<file path="config.mk">
export PLATFORM = sky130hd
export DESIGN_NAME = imm_gen_pipe
export DESIGN_NICKNAME = d
export VERILOG_FILES = /design/src/rtl/imm_gen_pipe.sv
export SDC_FILE = /design/constraint.sdc
export NUM_CORES = 1
export LEC_CHECK = 0
export BUFFER_PORTS_ARGS = -buffer_cell sky130_fd_sc_hd__buf_2
export CAP_MARGIN = 10
export CORE_MARGIN = 2
export CORE_UTILIZATION = 45
export CTS_BUF_LIST = sky130_fd_sc_hd__clkbuf_8
export CTS_CLUSTER_DIAMETER = 120
export CTS_CLUSTER_SIZE = 24
export DETAILED_ROUTE_END_ITERATION = 12
export PLACE_DENSITY_LB_ADDON = 0.08
export SETUP_SLACK_MARGIN = 0.5
export SYNTH_ARGS = -nofsm -noshare
export SYNTH_HDL_FRONTEND = slang
export SYNTH_SLANG_ARGS = --single-unit
</file>
<file path="constraint.sdc">
create_clock -name clk -period 1.96 [get_ports clk]
set_input_delay 0.392 -clock clk [delete_from_list [all_inputs] [get_ports clk]]
set_output_delay 0.392 -clock clk [all_outputs]
set_load 0.01 [all_outputs]
</file>
<file path="src/rtl/imm_gen_pipe.sv">
// RV32I/RV64I immediate generator with a one-deep registered output stage,
// valid/ready handshake, flush, and a saturating illegal-opcode counter.
module imm_gen_pipe #(
  parameter int unsigned XLEN  = 32,
  parameter int unsigned CNT_W = 16
) (
  input  logic             clk,
  input  logic             rst_n,
  input  logic             in_valid,
  output logic             in_ready,
  input  logic [31:0]      instr,
  input  logic             flush,
  output logic             out_valid,
  input  logic             out_ready,
  output logic [XLEN-1:0]  imm_data,
  output logic [2:0]       imm_fmt,
  output logic             illegal,
  output logic [CNT_W-1:0] illegal_cnt
);

  localparam int unsigned SHAMT_W = (XLEN == 64) ? 6 : 5;

  typedef enum logic [2:0] {
    FMT_NONE = 3'd0,
    FMT_I    = 3'd1,
    FMT_S    = 3'd2,
    FMT_B    = 3'd3,
    FMT_U    = 3'd4,
    FMT_J    = 3'd5
  } fmt_e;

  logic [6:0]        opcode;
  logic [2:0]        funct3;
  fmt_e              dec_fmt;
  logic              dec_illegal;
  logic              shamt_sel;
  logic signed [31:0] raw_imm;
  logic [XLEN-1:0]   dec_imm;
  logic              accept;

  logic              out_valid_q, out_valid_d;
  logic [XLEN-1:0]   imm_data_q, imm_data_d;
  fmt_e              imm_fmt_q, imm_fmt_d;
  logic              illegal_q, illegal_d;
  logic [CNT_W-1:0]  illegal_cnt_q, illegal_cnt_d;

  assign opcode = instr[6:0];
  assign funct3 = instr[14:12];

  // All formats are assembled as a signed 32-bit value, then sign-extended to XLEN.
  always_comb begin
    dec_fmt     = FMT_NONE;
    dec_illegal = 1'b0;
    shamt_sel   = 1'b0;
    raw_imm     = '0;
    case (opcode)
      7'b0000011, 7'b1100111: begin
        dec_fmt = FMT_I;
        raw_imm = {{20{instr[31]}}, instr[31:20]};
      end
      7'b0010011: begin
        dec_fmt   = FMT_I;
        raw_imm   = {{20{instr[31]}}, instr[31:20]};
        shamt_sel = (funct3 == 3'b001) || (funct3 == 3'b101);
      end
      7'b0100011: begin
        dec_fmt = FMT_S;
        raw_imm = {{20{instr[31]}}, instr[31:25], instr[11:7]};
      end
      7'b1100011: begin
        dec_fmt = FMT_B;
        raw_imm = {{19{instr[31]}}, instr[31], instr[7], instr[30:25], instr[11:8], 1'b0};
      end
      7'b0110111, 7'b0010111: begin
        dec_fmt = FMT_U;
        raw_imm = {instr[31:12], 12'b0};
      end
      7'b1101111: begin
        dec_fmt = FMT_J;
        raw_imm = {{11{instr[31]}}, instr[31], instr[19:12], instr[20], instr[30:21], 1'b0};
      end
      default: dec_illegal = 1'b1;
    endcase

    dec_imm = XLEN'(raw_imm);
    if (shamt_sel) begin
      dec_imm                = '0;
      dec_imm[SHAMT_W-1:0]   = instr[20 +: SHAMT_W];
    end
  end

  assign in_ready = !out_valid_q || out_ready;
  assign accept   = in_valid && in_ready && !flush;

  always_comb begin
    out_valid_d   = out_valid_q;
    imm_data_d    = imm_data_q;
    imm_fmt_d     = imm_fmt_q;
    illegal_d     = illegal_q;
    illegal_cnt_d = illegal_cnt_q;
    if (flush) begin
      out_valid_d = 1'b0;
    end else if (accept) begin
      out_valid_d = 1'b1;
      imm_data_d  = dec_imm;
      imm_fmt_d   = dec_fmt;
      illegal_d   = dec_illegal;
      if (dec_illegal && (illegal_cnt_q != '1)) begin
        illegal_cnt_d = illegal_cnt_q + CNT_W'(1);
      end
    end else if (out_valid_q && out_ready) begin
      out_valid_d = 1'b0;
    end
  end

  always_ff @(posedge clk) begin
    if (!rst_n) begin
      out_valid_q   <= 1'b0;
      imm_data_q    <= '0;
      imm_fmt_q     <= FMT_NONE;
      illegal_q     <= 1'b0;
      illegal_cnt_q <= '0;
    end else begin
      out_valid_q   <= out_valid_d;
      imm_data_q    <= imm_data_d;
      imm_fmt_q     <= imm_fmt_d;
      illegal_q     <= illegal_d;
      illegal_cnt_q <= illegal_cnt_d;
    end
  end

  assign out_valid   = out_valid_q;
  assign imm_data    = imm_data_q;
  assign imm_fmt     = imm_fmt_q;
  assign illegal     = illegal_q;
  assign illegal_cnt = illegal_cnt_q;

endmodule

</file>
==> impl_metrics.tcl <==
set metrics [dict create \
    clockBufferDepth 2 \
    root_buffer "clkbuf_8" \
    antenna_cells 0 \
    yosys.cell_types.count 48 \
    hold_class "in2reg" \
    finalMaxSlewViolations 0 \
    slew_headroom 0.710 \
    grt_pass1_wl_mm 11.8 \
    yosys_warnings 0 \
    die_h_um 76.6 \
    clk_pin_slew_ns 0.10 \
    ff2ff_setup_slack_ns 0.21 \
    wl_mm 7.60 \
    grt_usage 0.248 \
    core_mm2 0.00511 \
    cp.required_ns 2.16 \
    crit_family "flip-flops" \
    die_w_um 76.6 \
    hpwl_mm 5.07 \
    overflow 0 \
    mostFrequentLayoutCells "buf_2, dfxtp_1, nand2_1, buf_4, a21oi_1" \
    async_flop_share 0 \
    vias 2697 \
    period_share 0.891 \
    max_stage_delay_ns 0.37 \
    cp-start-kind "register" \
    path_common_cell "buf_6" \
    period_minus_slack_ns 1.75 \
    cp_max_fo 8 \
    drc_errors 0 \
    postCtsHoldBufs 0 \
    cts_tree "done" \
    cap_violations 0 \
    final_cells 497 \
    status "finished, final reports clean" \
    drt-initial-drc-count 221 \
    synth_fp_nets 325 \
    insertion_delay_ns 0.31 \
    syn_area_per_cell_um2 8.27 \
    critPathSlowestCell "dfxtp_2" \
    skew_ns 0.00444 \
    vias_per_cell 5.43 \
    final_hold_viol_count 0 \
    dieArea_mm2 0.00587 \
    first_global_vias 2477 \
    reg2regPathDepth 8 \
    rsz0062_at_grt "true" \
    antenna_found_initial 0 \
    numClockSinks 53 \
    ant_nets 0 \
    yosysSeqAreaShare 0.447 \
    syn_inst 287 \
    syn-cell-area_mm2 0.00237 \
    report.final.setup_viol 0 \
    reg2reg_to "illegal_cnt[0]" \
    placedCellCount 471 \
    drive_above_1_share 0.527 \
    globalplace.congestion 0.939 \
    ys_seq_elements 53 \
    crit_arrival_ns 1.95 \
    wire_per_inst_um 15.3 \
    timing.hold.worst.start "flush" \
    worst_pin_slew_ns 0.434 \
    power.density_mw_per_mm2 520 \
    layout.nets 464 \
    hold_path_end "out_valid" \
    ir_worst_vdd_mv 0.314 \
    end_kind "register" \
    fmax_ghz 0.573 \
    path_buf_inv 2 \
    crit_chain "ha_4 > and2_4 > nand4_1 > o211ai_4 > buf_6 > buf_6 > xor2_1 > nor2_1" \
    final_util 0.748 \
    crit_type "reg2reg" \
    pin_count 91 \
    syn_to_final_growth_pct 61.0 \
    p_leak_uw 0.00161 \
    row_count 26 \
    numCtsBuffers 5 \
    synth_enable_flop_cells 0 \
    grt_max_degree 28 \
    r2r-start "illegal_cnt[1]" \
    hold_path_depth 2 \
    final_common_cell "buf_2" \
    io_buffers 90 \
    htreeDepth 2 \
    start_util 0.465 \
    dr.pass1.iters 4 \
    ys.flop_type "dfxtp_1" \
]
report_power, final:
part	total (uW)	internal, uW	leakage (uW)	switching [uW]
Clock	633	254	0.0000445	378
Sequential	1090	1080	0.000433	5.88
Combinational	269	124	0.00113	145
metrics by stage:
| stage | setup WS [ns] | hold slack [ns] | power (uW) | area, um^2 | TNS [ns] |
|---|---|---|---|---|---|
| after floorplan | 0.200 | 0.471 | 1210 | 2420 | 0 |
| after global placement | -0.0275 | 0.431 | 1330 | 3200 | -0.122 |
| after detailed placement | -0.0990 | 0.438 | 1330 | 3200 | -0.600 |
| after CTS | 0.227 | 0.246 | 1970 | 3500 | 0 |
| after global routing | 0.118 | 0.237 | 2070 | 3820 | 0 |
| final | 0.214 | 0.242 | 1990 | 3820 | 0 |
routing by layer:
| metal | GRT usage | part of all wire |
|---|---|---|
| met5 | 0 | 0 |
| met4 | 0.0600 | 0.0076 |
| met3 | 0.0415 | 0.048 |
| met2 | 0.419 | 0.49 |
| met1 | 0.331 | 0.45 |
what timing repair did:
item,4_1_cts,5_1_grt
hold endpoints to repair,0,0
buffers inserted,6,7
cloned,4,1
pin swaps,15,32
endpoints found under the setup margin,50,51
gates resized for setup,35,77
synthesized netlist by cell type, drive strengths merged (5+ instances only):
cell,count,share of area
a21oi,36,0.076
a22o,6,0.022
a22oi,7,0.022
and2,5,0.013
clkbuf,10,0.016
dfxtp,53,0.45
inv,5,0.0079
nand2,41,0.065
nand3,8,0.017
nand4,5,0.013
nor2,12,0.019
o21ai,35,0.074
or3,8,0.021
worst max-delay path by stage:
stage / endpoint / startpoint / slack, ns / cells after the start
2_1_floorplan: illegal_cnt[15] / instr[2] / 0.20 / 5
3_3_place_gp: illegal_cnt[6] / instr[2] / -0.03 / 7
3_5_place_dp: illegal_cnt[11] / instr[2] / -0.1 / 7
4_1_cts: illegal_cnt[0] / illegal_cnt[1] / 0.23 / 8
5_1_grt: illegal_cnt[0] / illegal_cnt[1] / 0.12 / 8
6_report: illegal_cnt[0] / illegal_cnt[1] / 0.21 / 8
registers in the layout, indices dropped and copies added (netlist names):
name         cells
out_valid        1
illegal_cnt     16
imm_data        32
illegal          1
imm_fmt          3
worst register-to-register path, delay by kind of cell, from the launching register on:
family	cells	cell delay, ns
AOI/OAI and AO/OA	1	0.34
xor gates and xnor gates	1	0.13
adders and majority gates	1	0.14
buffers and inverters	2	0.28
DFF	1	0.37
and+or+nand+nor	3	0.37
kinds of logic (layout without fill, tap and decap cells):
logic type	Yosys count	after routing	synth area share
xor gates and xnor gates	2	2	0.00738
AOI/OAI and AO/OA	105	105	0.270
DFF	53	53	0.447
buffers and inverters	19	159	0.0348
adders and majority gates	1	1	0.00527
and+or+nand+nor	106	106	0.231
muxes	1	1	0.00422
cell type report:
type,instances,area (um^2)
Fill cell,390,1280
Clock inverter,3,21.3
Clock buffer,5,68.8
Tap cell,70,87.6
Sequential cell,53,1080
Inverter,5,21.3
Timing Repair Buffer,146,998
Multi-Input combinational cell,215,1540
No activity file was read; power rests on OpenSTA's default activity.
